$ cat src/rtl/pc_fetch_unit_pkg.sv
`default_nettype none
// ============================================================================
// Module : pc_fetch_unit_pkg
// Brief  : Shared definitions for the instruction fetch unit: fetch state
//          encodings, default reset PC and the canonical NOP encoding.
// Rev    : 1.0  initial release
// ============================================================================
package pc_fetch_unit_pkg;

    // Fetch sequencing states, 3-bit encoding
    typedef enum logic [2:0] {
        ST_IDLE = 3'd0,
        ST_REQ  = 3'd1,
        ST_WAIT = 3'd2,
        ST_HOLD = 3'd3,
        ST_HALT = 3'd4
    } fetch_state_t;

    localparam logic [31:0] RESET_PC_DEFAULT = 32'h0000_0000;

    // addi x0, x0, 0
    localparam logic [31:0] NOP_INSTR = 32'h0000_0013;

endpackage : pc_fetch_unit_pkg
`default_nettype wire

$ cat src/rtl/pcplusfour.sv
`default_nettype none
// ============================================================================
// Module : pcplusfour
// Brief  : Sequential next-PC adder; result wraps modulo 2^XLEN.
// Rev    : 1.0  initial release
// ============================================================================
module pcplusfour #(
    parameter int XLEN = 32
) (
    input  logic [XLEN-1:0] pc,
    output logic [XLEN-1:0] pc_plus4
);

    // Plain modular increment, carry out of the top bit is dropped
    assign pc_plus4 = pc + XLEN'(4);

endmodule : pcplusfour
`default_nettype wire

$ cat src/rtl/pc_fetch_unit.sv
`default_nettype none
// ============================================================================
// Module : pc_fetch_unit
// Brief  : Owns the architectural PC, runs req/gnt/rvalid instruction fetch
//          and presents {pc, instr, pc+4} to decode. Redirects are buffered
//          and applied when the next request starts; any fetch or held
//          instruction overtaken by a redirect is discarded.
// Rev    : 1.0  initial release
// ============================================================================
module pc_fetch_unit
    import pc_fetch_unit_pkg::*;
#(
    parameter int              XLEN     = 32,
    parameter logic [XLEN-1:0] RESET_PC = XLEN'(RESET_PC_DEFAULT)
) (
    input  logic            clk,
    input  logic            rst_n,
    input  logic            redirect_valid,
    input  logic [XLEN-1:0] redirect_target,
    input  logic            stall,
    output logic            imem_req,
    output logic [XLEN-1:0] imem_addr,
    input  logic            imem_gnt,
    input  logic            imem_rvalid,
    input  logic [XLEN-1:0] imem_rdata,
    output logic            if_valid,
    output logic [XLEN-1:0] if_pc,
    output logic [XLEN-1:0] if_instr,
    output logic [XLEN-1:0] if_pcplus4,
    output logic            misalign_err
);

    fetch_state_t    state, state_nxt;
    logic [XLEN-1:0] pc, pc_nxt, pc_plus4;
    logic            pend_v, pend_v_nxt;
    logic [XLEN-1:0] pend_tgt, pend_tgt_nxt;
    logic            if_valid_nxt;
    logic [XLEN-1:0] if_pc_nxt, if_instr_nxt, if_pcplus4_nxt;
    logic            misalign_nxt;
    logic            kill;
    logic            tgt_misaligned;

    pcplusfour #(
        .XLEN (XLEN)
    ) u_pcplusfour (
        .pc       (pc),
        .pc_plus4 (pc_plus4)
    );

    // A pending or arriving redirect invalidates whatever fetch is in flight
    assign kill           = pend_v | redirect_valid;
    assign tgt_misaligned = redirect_valid && (redirect_target[1:0] != 2'b00);

    // The request address is the PC itself, so it cannot move while waiting for gnt
    assign imem_req  = (state == ST_REQ);
    assign imem_addr = pc;

    // Next-state, next-PC and decode-output selection
    always_comb begin
        logic enter_req;
        state_nxt      = state;
        pc_nxt         = pc;
        pend_v_nxt     = pend_v;
        pend_tgt_nxt   = pend_tgt;
        if_valid_nxt   = if_valid;
        if_pc_nxt      = if_pc;
        if_instr_nxt   = if_instr;
        if_pcplus4_nxt = if_pcplus4;
        misalign_nxt   = misalign_err;
        enter_req      = 1'b0;

        // Latest redirect wins
        if (redirect_valid) begin
            pend_v_nxt   = 1'b1;
            pend_tgt_nxt = redirect_target;
        end

        case (state)
            ST_IDLE: begin
                enter_req = 1'b1;
            end
            ST_REQ: begin
                if (imem_gnt) begin
                    state_nxt = ST_WAIT;
                end
            end
            ST_WAIT: begin
                if (imem_rvalid) begin
                    if (kill) begin
                        enter_req = 1'b1;
                    end else begin
                        if_valid_nxt   = 1'b1;
                        if_pc_nxt      = pc;
                        if_instr_nxt   = imem_rdata;
                        if_pcplus4_nxt = pc_plus4;
                        pc_nxt         = pc_plus4;
                        state_nxt      = ST_HOLD;
                    end
                end
            end
            ST_HOLD: begin
                // A redirect drops the held instruction even while decode stalls
                if (kill || !stall) begin
                    if_valid_nxt = 1'b0;
                    enter_req    = 1'b1;
                end
            end
            ST_HALT: begin
                state_nxt = ST_HALT;
            end
            default: begin
                state_nxt = ST_HALT;
            end
        endcase

        // Starting a new request is the single point where a redirect lands
        if (enter_req) begin
            state_nxt = ST_REQ;
            if (kill) begin
                pc_nxt     = redirect_valid ? redirect_target : pend_tgt;
                pend_v_nxt = 1'b0;
            end
        end

        // A misaligned target stops fetch until reset
        if (tgt_misaligned && (state != ST_HALT)) begin
            state_nxt    = ST_HALT;
            misalign_nxt = 1'b1;
            if_valid_nxt = 1'b0;
            pend_v_nxt   = 1'b0;
        end
    end

    // State, PC, redirect buffer and decode output registers
    always_ff @(posedge clk or negedge rst_n) begin
        if (!rst_n) begin
            state        <= ST_IDLE;
            pc           <= RESET_PC;
            pend_v       <= 1'b0;
            pend_tgt     <= '0;
            if_valid     <= 1'b0;
            if_pc        <= '0;
            if_instr     <= XLEN'(NOP_INSTR);
            if_pcplus4   <= '0;
            misalign_err <= 1'b0;
        end else begin
            state        <= state_nxt;
            pc           <= pc_nxt;
            pend_v       <= pend_v_nxt;
            pend_tgt     <= pend_tgt_nxt;
            if_valid     <= if_valid_nxt;
            if_pc        <= if_pc_nxt;
            if_instr     <= if_instr_nxt;
            if_pcplus4   <= if_pcplus4_nxt;
            misalign_err <= misalign_nxt;
        end
    end

endmodule : pc_fetch_unit
`default_nettype wire

$ cat config.mk
export PLATFORM = sky130hd
export DESIGN_NAME = pc_fetch_unit
export DESIGN_NICKNAME = d
export VERILOG_FILES = /design/src/rtl/pc_fetch_unit_pkg.sv /design/src/rtl/pcplusfour.sv /design/src/rtl/pc_fetch_unit.sv
export SDC_FILE = /design/constraint.sdc
export NUM_CORES = 1
export LEC_CHECK = 0
export CORE_UTILIZATION = 54
export CTS_BUF_LIST = sky130_fd_sc_hd__clkbuf_8
export CTS_CLUSTER_SIZE = 28
export DETAILED_ROUTE_END_ITERATION = 10
export GPL_ROUTABILITY_DRIVEN = 0
export MAX_ROUTING_LAYER = met4
export PLACE_DENSITY = 0.89
export RECOVER_POWER = 50
export SYNTH_ARGS = -nofsm -noshare
export SYNTH_HDL_FRONTEND = slang
export SYNTH_HIERARCHICAL = 1
export SYNTH_SLANG_ARGS = --single-unit
$ cat constraint.sdc
create_clock -name clk -period 5.8 [get_ports clk]
set_clock_uncertainty 0.15 [all_clocks]
set_input_delay 0.58 -clock clk [delete_from_list [all_inputs] [get_ports clk]]
set_output_delay 0.58 -clock clk [all_outputs]
set_load 0.02 [all_outputs]
==> results by group, run 1 <==
Power and ir drop
  – Clock network power share: 31.9%
  – Sw frac: 27.6%
  – Cell internal pwr: 1.89 mW
  – Logic pwr share: 16.3%
  – Worst VDD drop: 0.188 mV
  – Reg power frac: 51.8%
  – Lkg Pwr: 4.49 nW
  – Psw: 0.719 mW
  – PD cells: 271 nW/um2

Finish
  – Cell area after layout: 9630 um2
  – # fillers: 808
  – Layout area overhead: 34.3%
  – Final nets: 796
  – Antenna Cells: 0
  – Layout cells sized above 1: 20.9%

Die
  – # IOs: 201
  – Die Area: 13700 um2
  – Die W: 117 um
  – FP Rows: 41
  – Starting Density: 56.1%
  – Core area: 12800 um2
  – Die Y-Extent: 117 um

Timing
  – RSZ-0062 raised after global routing: false
  – Final Hold Vio Count: 0
  – Max_slew headroom: -41.7%
  – Setup TNS Final: 0 ps
  – Tmin final: 4140 ps
  – Least-Margin Pin Slew: 2130 ps
  – Fin. max-slew vios: 36
  – Tcrit/Tclk final: 71.4%
  – Final setup violation count: 0
  – Fmax: 242 MHz

CTS
  – Num CTS Buffers: 17
  – CTS tree: done
  – Clk sink count: 166
  – # H-tree levels: 4
  – Clock transition at path regs: 80 ps
  – CTS-repair resized insts: 0
  – Root buffer cell: clkbuf_8
  – Hold-fix buffers, CTS: 0
  – Post-CTS Setup Inserts: 0
  – Worst-skew pair later-pin latency: 460 ps
  – Bufs on Longest Clock Path: 2

Yosys
  – Top FF cell, synth: dfrtp_1
  – Share of Yosys cell area claimed by the top area cell type: 56.9%
  – Post-synth EDFFs: 0
  – Cells after Synth: 529
  – Top cells by area, synth: dfrtp_1 (57%), mux2_2 (20%), mux2i_1 (4.5%)
  – Mean post-synth cell area: 13.6 um2
  – Register bit count reported by yosys: 166
  – Largest area contributor in the netlist: dfrtp_1
  – Top cells by count, synth: dfrtp_1 (163), mux2_2 (128), nand2_1 (44)
  – Yosys warns: 6
  – Sequential share of the synthesized area: 58.0%
  – Synthesized area: 7170 um2
  – Post-synth net total: 600
  – Asr flop ratio synth: 100%
  – Post-synth cell types: 42
  – Most frequent cell after synthesis: dfrtp_1

Route
  – Post-Route WL: 16000 um
  – Drt first pass iters: 4
  – Vias: 4928
  – Vias per cell: 5.42
  – Drt wl/cell: 17.6 um
  – Post-route DRC: 0
  – Final ANT Viol Nets: 0
  – Starting DRT DRC Count: 235

Run status
  – Failing checks: max-capacitance violations, max-slew violations
  – Run status: finished, violations left

Setup path
  – Worst setup SP type: input pin
  – CP Capture Type: flip-flop
  – Setup CP Type: input pin to flip-flop
  – Buf/Inv on CP: 2
  – Max incr delay on CP: 1490 ps
  – Setup crit start: redirect_valid
  – Family with the most delay on the worst path: buffers and inverters
  – Slowest CP cell: clkbuf_1
  – Worst R2R Setup Slack: 3080 ps
  – Crit path cell chain: clkbuf_1 > nor2_1 > nand3_4 > buf_4 > mux2i_1 > o21ai_0
  – Crit path max fanout: 52
  – R2R Path Start: pend_v$_DFF_PN0_
  – Arrival time at the worst endpoint: 4290 ps
  – Req. time, crit path: 5960 ps

Global route
  – Number of global-route vias before repair: 4909
  – Initial antenna violation count: 0
  – Congestion Overflow GR: 0
  – First-pass GRT wire length: 24700 um
  – Largest net degree at the start of global routing: 100
  – GRT Overall Usage: 24.9%

Run
  – Maxcap violations: 1

Hold path
  – Hold Crit Class: input pin to asynchronous set/reset pin

Placement
  – Post-DP HPWL: 10900 um
  – Placed Area: 9230 um2
  – Port Buffer Count: 200
-- worst reg2reg max path, delay by kind of cell, from the launching register on --
kind | cells | cell delay (ps)
DFF | 1 | 390
and+or+nand+nor | 2 | 1080
AOI/OAI and AO/OA | 1 | 240
buffers and inverters | 1 | 540
muxes | 1 | 220
-- stage by stage --
step                      cells  hold WS (ps)  setup slack [ps]  total power [mW]  utilization [%]
final                       909          20.7              1660              2.60             75.4
after global routing        909           103              1430              2.73             75.4
after CTS                   909          71.8              2850              2.63             75.4
after detailed placement    878           326              2560              1.80             72.3
after global placement      878           325              2670              1.78             72.3
after floorplan             529           134              3680              1.55                -
-- area by class of cell --
type,count,area [um2],share of cell area [%]
Sequential cell,166,4160,43.2
Inverter,2,7.51,0.0780
Tap cell,172,215,2.24
Clock buffer,22,303,3.15
Clock inverter,9,100,1.04
Multi-Input combinational cell,334,2820,29.3
Timing Repair Buffer,204,2030,21.1
-- sequential cells by signal, summed over array words and instances, names as in the netlist --
name / flops
if_instr: 32
if_valid: 1
if_pc: 32
pend_tgt: 32
misalign_err: 1
if_pcplus4: 32
state: 3
pend_v: 1
imem_addr: 32
-- power by group through the flow --
stage               Combinational [mW]  Sequential, mW  Clock [mW]
finish                           0.426            1.35       0.830
detailed placement               0.428            1.37           0
global route                     0.457            1.37       0.903
global placement                 0.413            1.36           0
CTS                              0.432            1.35       0.845
floorplan                        0.144            1.41           0
-- final timing paths --
check	endpoint	cells after the start
max in group asynchronous	if_pc[3]$_DFFE_PN0P_	2
min in group clk	misalign_err$_DFFE_PN0P_	1
hold / removal	if_pc[7]$_DFFE_PN0P_	1
setup reg to reg	imem_addr[23]$_DFF_PN0_	5
setup / recovery	imem_addr[23]$_DFF_PN0_	6
hold reg to reg	misalign_err$_DFFE_PN0P_	1
-- cells in the final DEF (no fill, tap or decap), types with 2 or more instances in the layout --
cell / n
bufinv_16: 2
nor4_4: 3
and3_1: 3
inv_1: 3
mux2_2: 106
or2_2: 2
clkbuf_8: 22
a211oi_1: 2
dfrtp_1: 163
xor2_1: 7
nor2_1: 11
mux2_1: 22
dfstp_2: 3
buf_4: 4
nor3_1: 3
nand2_1: 44
nor2b_1: 3
nand2b_1: 3
o21ai_1: 6
o21ai_0: 28
nand4_1: 9
clkdlybuf4s50_1: 198
nand3_1: 10
clkinv_2: 4
mux2i_1: 32
a21oi_1: 2
xnor2_1: 21
-- logic make-up (layout without fill, tap and decap cells) --
kind of cell / Yosys count / in the layout / share of synthesized area, %
AND/OR/NAND/NOR: 100 / 100 / 7.66
flip-flops: 166 / 166 / 58.0
multiplexers: 160 / 160 / 24.6
buffers and inverters: 29 / 237 / 2.74
AO/OA/AOI/OAI: 45 / 45 / 3.46
adder cells (fa/ha/maj): 1 / 1 / 0.174
XOR/XNOR: 28 / 28 / 3.42
-- metal layers --
layer	up-vias	part of all wire (%)	global-route usage [%]
met5	-	0	-
met4	0	1.8	8.35
met3	30	7.5	7.36
met2	197	50	40.5
met1	2449	41	29.6
li1	2252	-	-
(Power assumes the default switching activity.)
==> run 2: changes to the inputs <==
--- a/config.mk
+++ b/config.mk
@@ -5,13 +5,13 @@
 export SDC_FILE = /design/constraint.sdc
 export NUM_CORES = 1
 export LEC_CHECK = 0
-export CORE_UTILIZATION = 54
+export CORE_UTILIZATION = 50
 export CTS_BUF_LIST = sky130_fd_sc_hd__clkbuf_8
 export CTS_CLUSTER_SIZE = 28
 export DETAILED_ROUTE_END_ITERATION = 10
 export GPL_ROUTABILITY_DRIVEN = 0
 export MAX_ROUTING_LAYER = met4
-export PLACE_DENSITY = 0.89
+export PLACE_DENSITY = 0.83
 export RECOVER_POWER = 50
 export SYNTH_ARGS = -nofsm -noshare
 export SYNTH_HDL_FRONTEND = slang
==> constraint.sdc (replaced) <==
create_clock -name clk -period 4.07 [get_ports clk]
set_clock_uncertainty 0.15 [all_clocks]
set_input_delay 0.407 -clock clk [delete_from_list [all_inputs] [get_ports clk]]
set_output_delay 0.407 -clock clk [all_outputs]
set_load 0.02 [all_outputs]
==> run 2 against run 1 <==
The run still ends with max-capacitance violations, max-slew violations left; sequential share of layout area down 0.16 points; global-route usage down 1.8 points; critical path depth unchanged; clock power up 37%; critical path type unchanged; core utilization down 6.0 points; register-to-register slack worse by 1600 ps; clock-buffer cell count down 2; cell count up 1.2%; critical endpoint is now if_pc[20]$_DFFE_PN0P_; first-iteration DRC count down 11%; flip-flop and latch count unchanged; sequential power up 42%; combinational power up 43%.
==> results by group, run 2 (synthesis gave the netlist of run 1 again) <==
Finish
  – Final nets: 798 (was 796)
  – Layout area overhead: 34.7% (was 34.3%)
  – Antenna Cells: 0 (unchanged)
  – Commonest non-fill, non-tap cells in the layout: clkdlybuf4s50_1 (198), dfrtp_1 (163), mux2_2 (112) (was clkdlybuf4s50_1 (198), dfrtp_1 (163), mux2_2 (106))
  – Layout cells sized above 1: 21.8% (was 20.9%)
  – Commonest non-fill, non-tap cell in the layout: clkdlybuf4s50_1 (unchanged)
  – Reg area: 4160 um2 (unchanged)
  – Cell area after layout: 9660 um2 (was 9630 um2)
  – Area of the multi-input gates: 2820 um2 (about the same)
  – # fillers: 985 (was 808)

CTS
  – Clk sink count: 166 (unchanged)
  – CTS-repair resized insts: 0 (unchanged)
  – CTS tree: done (unchanged)
  – Bufs on Longest Clock Path: 2 (unchanged)
  – Root buffer cell: clkbuf_8 (unchanged)
  – Num CTS Buffers: 17 (unchanged)
  – Worst-skew pair later-pin latency: 450 ps (was 460 ps)
  – # H-tree levels: 4 (unchanged)
  – Clock transition at path regs: 80 ps (about the same)

Hold path
  – Hold Crit Class: flip-flop to flip-flop (was input pin to asynchronous set/reset pin)

Setup path
  – Worst setup SP type: input pin (unchanged)
  – Buf/Inv on CP: 3 (was 2)
  – Req. time, crit path: 4250 ps (was 5960 ps)
  – Crit path cell chain: buf_2 > clkbuf_1 > nor2_4 > nand3_4 > buf_4 > mux2_2 (was clkbuf_1 > nor2_1 > nand3_4 > buf_4 > mux2i_1 > o21ai_0)
  – Crit path max fanout: 44 (was 52)
  – CP Capture Type: flip-flop (unchanged)
  – Slowest CP cell: clkbuf_1 (unchanged)
  – Arrival time at the worst endpoint: 3410 ps (was 4290 ps)
  – Setup CP Type: input pin to flip-flop (unchanged)
  – Max incr delay on CP: 1530 ps (was 1490 ps)
  – Family with the most delay on the worst path: buffers and inverters (unchanged)

Die
  – Die W: 122 um (was 117 um)
  – FP Rows: 43 (was 41)
  – Core area: 13900 um2 (was 12800 um2)
  – Die Y-Extent: 122 um (was 117 um)
  – # IOs: 201 (unchanged)
  – Die Area: 14800 um2 (was 13700 um2)
  – Starting Density: 51.5% (was 56.1%)

Run status
  – Run status: finished, violations left (unchanged)
  – Failing checks: max-capacitance violations, max-slew violations (unchanged)

Run
  – Maxcap violations: 2 (was 1)

Timing
  – RSZ-0062 raised after global routing: false (unchanged)
  – Fin. max-slew vios: 134 (was 36)
  – Final Hold Vio Count: 0 (unchanged)
  – Least-Margin Pin Slew: 2430 ps (was 2130 ps)
  – Fmax: 309 MHz
  – Tcrit/Tclk final: 79.4%
  – Max_slew headroom: -62.3% (was -41.7%)
  – Final setup violation count: 0 (unchanged)
  – Setup TNS Final: 0 ps (unchanged)
  – Tmin final: 3230 ps

Global route
  – GRT Overall Usage: 23.0% (was 24.9%)
  – Initial antenna violation count: 0 (unchanged)
  – Largest net degree at the start of global routing: 99 (was 100)
  – Congestion Overflow GR: 0 (unchanged)
  – First-pass GRT wire length: 25300 um (was 24700 um)
  – Number of global-route vias before repair: 5117 (was 4909)

Power and ir drop
  – Worst VDD drop: 0.232 mV (was 0.188 mV)
  – Lkg Pwr: 4.51 nW (was 4.49 nW)
  – PD cells: 380 nW/um2 (was 271 nW/um2)

Route
  – Post-Route WL: 15900 um (was 16000 um)
  – Vias per cell: 5.37 (was 5.42)
  – Post-route DRC: 0 (unchanged)
  – Drt first pass iters: 4 (unchanged)
  – Drt wl/cell: 17.2 um (was 17.6 um)
  – Starting DRT DRC Count: 208 (was 235)
  – Vias: 4938 (was 4928)
  – Final ANT Viol Nets: 0 (unchanged)

Placement
  – Placed Area: 9280 um2 (was 9230 um2)
  – Port Buffer Count: 200 (unchanged)
  – Post-DP HPWL: 10800 um (was 10900 um)
-- run 2: cell count changes in the layout (fill, tap and decap cells not counted), sizes merged --
cell / before / now
clkinvlp: 1 / 2
clkbuf: 23 / 22
inv: 3 / 5
dlygate4sd3: 0 / 1
-- run 2: final timing paths --
path	startpoint	endpoint	slack (ps)	depth (start not counted)
setup / recovery	redirect_valid	if_pc[20]$_DFFE_PN0P_	840	6
hold / removal	misalign_err$_DFFE_PN0P_	misalign_err$_DFFE_PN0P_	340	1
setup reg to reg	imem_addr[2]$_DFF_PN0_	imem_addr[24]$_DFF_PN0_	1520	7
hold reg to reg	misalign_err$_DFFE_PN0P_	misalign_err$_DFFE_PN0P_	340	1
max in group asynchronous	rst_n	if_instr[26]$_DFFE_PN0P_	1240	2
min in group asynchronous	rst_n	if_pc[17]$_DFFE_PN0P_	1090	2
-- run 2: stage by stage --
stage	util, %	power (mW)	setup slack [ps]	cells	hold WS (ps)
6_report	69.3	3.67	839	920	337
3_5_place_dp	66.6	2.56	1590	887	317
5_1_grt	69.3	3.84	595	920	342
2_1_floorplan	-	2.21	1950	529	-38.6
4_1_cts	69.4	3.71	1260	920	335
3_3_place_gp	66.6	2.54	1670	887	314
-- run 2: layout make-up --
| cell class | count | share of cell area, % |
|---|---|---|
| inverter | 2 | 0.0777 |
| clock inverter | 12 | 1.15 |
| sequential | 166 | 43.0 |
| tap | 180 | 2.33 |
| multi-input combinational | 334 | 29.2 |
| timing repair buffer | 206 | 21.3 |
| clock buffer | 20 | 2.85 |
-- run 2: per-layer routing --
layer	part of all wire, %	global-route usage [%]	vias up	wire length, um
met4	1.3	7.79	0	205
met3	8.2	7.54	19	1300
met2	48	36.1	181	7620
met5	0	-	-	0
met1	42	28.0	2477	6730
li1	-	-	2261	-
-- run 2: power breakdown --
part | internal [mW] | total (mW) | switching [mW]
clock network | 0.582 | 1.14 | 0.558
registers | 1.76 | 1.92 | 0.161
logic | 0.313 | 0.608 | 0.294
-- run 2: what timing repair did --
| item | 4_1_cts | 5_1_grt |
|---|---|---|
| hold buffers | 1 | 0 |
| hold endpoints to repair | 97 | 0 |
| setup endpoints to repair | 0 | 0 |
| setup buffers | 0 | 0 |
==> run 3: changes to the inputs <==
==> constraint.sdc (replaced) <==
create_clock -name clk -period 3 [get_ports clk]
set_clock_uncertainty 0.15 [all_clocks]
set_input_delay 0.3 -clock clk [delete_from_list [all_inputs] [get_ports clk]]
set_output_delay 0.3 -clock clk [all_outputs]
set_load 0.02 [all_outputs]
==> run 3 against run 2 <==
The flow still finishes with violations (max-capacitance violations, max-slew violations); non-clock buffer count grew 2; worst hold slack lost 240 ps; flip-flop and latch count stayed put; largest cell class unchanged; combinational power is 36% higher; clock-buffer cell count increased by 1; total power grew 42%; core utilization rose by 0.42 points; wire length is 2.4% higher; cell count is 0.22% higher; die area stayed put.
==> results by group, run 3 (synthesis gave the netlist of run 1 again) <==
Run status
  – Run status: finished, violations left (unchanged)
  – Failing checks: max-capacitance violations, max-slew violations (unchanged)

Setup path
  – CP Capture Type: output pin (was flip-flop)
  – Worst R2R Setup Slack: 400 ps (was 1520 ps)
  – Worst R2R End: imem_addr[28]$_DFF_PN0_ (was imem_addr[24]$_DFF_PN0_)
  – Crit path max fanout: 9 (was 44)
  – Worst path most repeated cell: nor2b_1
  – R2R Path Start: imem_addr[2]$_DFF_PN0_ (unchanged)
  – Setup CP Type: flip-flop to output pin (was input pin to flip-flop)
  – Max incr delay on CP: 620 ps (was 1530 ps)
  – Worst r2r path cells: 7 (unchanged)
  – Worst setup SP type: flip-flop (was input pin)
  – Req. time, crit path: 2550 ps (was 4250 ps)
  – Arrival time at the worst endpoint: 2200 ps (was 3410 ps)
  – Crit path cell chain: nor2b_1 > nor2b_1 > clkdlybuf4s50_1 (was buf_2 > clkbuf_1 > nor2_4 > nand3_4 > buf_4 > mux2_2)
  – Slowest CP cell: clkdlybuf4s50_1 (was clkbuf_1)

Finish
  – Final core occ: 69.8% (was 69.3%)
  – # fillers: 998 (was 985)
  – Commonest non-fill, non-tap cell in the layout: clkdlybuf4s50_1 (unchanged)
  – Layout cells sized above 1: 22.0% (was 21.8%)
  – Commonest non-fill, non-tap cells in the layout: clkdlybuf4s50_1 (196), dfrtp_1 (163), mux2_2 (113) (was clkdlybuf4s50_1 (198), dfrtp_1 (163), mux2_2 (112))
  – Layout area overhead: 35.6% (was 34.7%)
  – Antenna Cells: 0 (unchanged)
  – Final nets: 800 (was 798)

Power and ir drop
  – PD cells: 535 nW/um2 (was 380 nW/um2)
  – Lkg Pwr: 4.54 nW (was 4.51 nW)
  – Worst VDD drop: 0.323 mV (was 0.232 mV)
  – Total power: 5.20 mW (was 3.67 mW)

Placement
  – Pre-CTS setup slack: 478 ps (was 1590 ps)
  – Post-DP HPWL: 11000 um (was 10800 um)
  – Port Buffer Count: 200 (unchanged)

Global route
  – Congestion Overflow GR: 0 (unchanged)
  – GRT Overall Usage: 23.7% (was 23.0%)
  – First-pass GRT wire length: 26300 um (was 25300 um)
  – GRT Max-Usage Layer: met2 (unchanged)
  – M1 GR Usage: 28.7% (was 28.0%)
  – GR Util met3: 8.29% (was 7.54%)
  – GR Util met2: 37.2% (was 36.1%)
  – Largest net degree at the start of global routing: 75 (was 99)
  – Number of global-route vias before repair: 5257 (was 5117)
  – Initial antenna violation count: 0 (unchanged)

Route
  – Final ANT Viol Nets: 0 (unchanged)
  – Starting DRT DRC Count: 183 (was 208)
  – Vias: 4928 (was 4938)
  – Vias per cell: 5.34 (was 5.37)
  – Drt wl/cell: 17.6 um (was 17.2 um)
  – Post-route DRC: 0 (unchanged)
  – Drt first pass iters: 4 (unchanged)
  – Post-Route WL: 16200 um (was 15900 um)

Timing
  – Max_slew headroom: -2.69% (was -62.3%)
  – Setup TNS Final: 0 ps (unchanged)
  – Final worst slack: 354 ps (was 839 ps)
  – Least-Margin Pin Slew: 1540 ps (was 2430 ps)
  – Tcrit/Tclk final: 88.2%
  – Final Hold Vio Count: 0 (unchanged)
  – Tmin final: 2650 ps
  – Final setup violation count: 0 (unchanged)
  – Fin. max-slew vios: 62 (was 134)
  – RSZ-0062 raised after global routing: false (unchanged)
  – Fmax: 378 MHz

CTS
  – Root buffer cell: clkbuf_8 (unchanged)
  – CTS-repair resized insts: 0 (unchanged)
  – # H-tree levels: 4 (unchanged)
  – Clk sink count: 166 (unchanged)
  – CTS tree: done (unchanged)
  – Hold-fix buffers, CTS: 1 (unchanged)
  – Num CTS Buffers: 17 (unchanged)
  – Bufs on Longest Clock Path: 2 (unchanged)
  – Clock transition at path regs: 80 ps (about the same)
  – Post-CTS Setup Inserts: 0 (unchanged)
  – Worst-skew pair later-pin latency: 460 ps (was 450 ps)

Hold path
  – Hold Crit Depth: 3 (was 1)
  – Hold_sp: redirect_valid (was misalign_err$_DFFE_PN0P_)
  – WHS Endpoint: pend_v$_DFF_PN0_ (was misalign_err$_DFFE_PN0P_)
  – Hold Crit Class: input pin to flip-flop (was flip-flop to flip-flop)

Die
  – # IOs: 201 (unchanged)
  – Core area: 13900 um2 (unchanged)
  – Die Area: 14800 um2 (unchanged)
  – Die W: 122 um (unchanged)
  – Die Y-Extent: 122 um (unchanged)
  – FP Rows: 43 (unchanged)
  – Starting Density: 51.5% (unchanged)

Run
  – Maxcap violations: 1 (was 2)
run 3: layout make-up:
type	count	area (um2)	share of cell area [%]
Timing Repair Buffer	208	2060	21.2
Sequential cell	166	4160	42.8
Clock buffer	21	289	2.97
Tap cell	180	225	2.32
Inverter	2	7.51	0.0772
Multi-Input combinational cell	334	2820	29.0
Clock inverter	11	156	1.61
run 3: through the flow:
| stage | std cells | area (um2) | hold slack, ps |
|---|---|---|---|
| finish | 922 | 9720 | 97.1 |
| global route | 922 | 9720 | 103 |
| CTS | 922 | 9750 | 18.7 |
| detailed placement | 889 | 9290 | 158 |
| global placement | 889 | 9290 | 150 |
| floorplan | 529 | 7170 | -146 |
run 3: worst max-delay path, delay by kind of cell (launching register included):
kind,cells,cell delay (ps)
DFF,1,500
buffers and inverters,1,620
and+or+nand+nor,2,620
run 3: worst max path at each step:
stage / startpoint / to / cells past startpoint
2_1_floorplan: imem_addr[2]$_DFF_PN0_ / if_pcplus4[24]$_DFFE_PN0P_ / 6
3_3_place_gp: imem_addr[2]$_DFF_PN0_ / if_pcplus4[28]$_DFFE_PN0P_ / 6
3_5_place_dp: imem_addr[2]$_DFF_PN0_ / imem_addr[28]$_DFF_PN0_ / 7
4_1_cts: state[0]$_DFFE_PN0P_ / imem_req / 3
5_1_grt: rst_n / pend_tgt[25]$_DFF_PN0_ / 3
6_report: state[0]$_DFFE_PN0P_ / imem_req / 3
run 3: layer usage:
layer	routed length, um	share of wire, %	vias up
met5	0	0	-
met4	214	1.3	0
met3	1330	8.2	22
met2	7820	48	175
met1	6880	42	2476
li1	-	-	2255
run 3: report_power, final:
group	total, mW	switching (mW)	internal (mW)
registers	2.61	0.223	2.39
logic	0.828	0.403	0.425
clock network	1.76	0.780	0.984
total	5.20	1.41	3.80
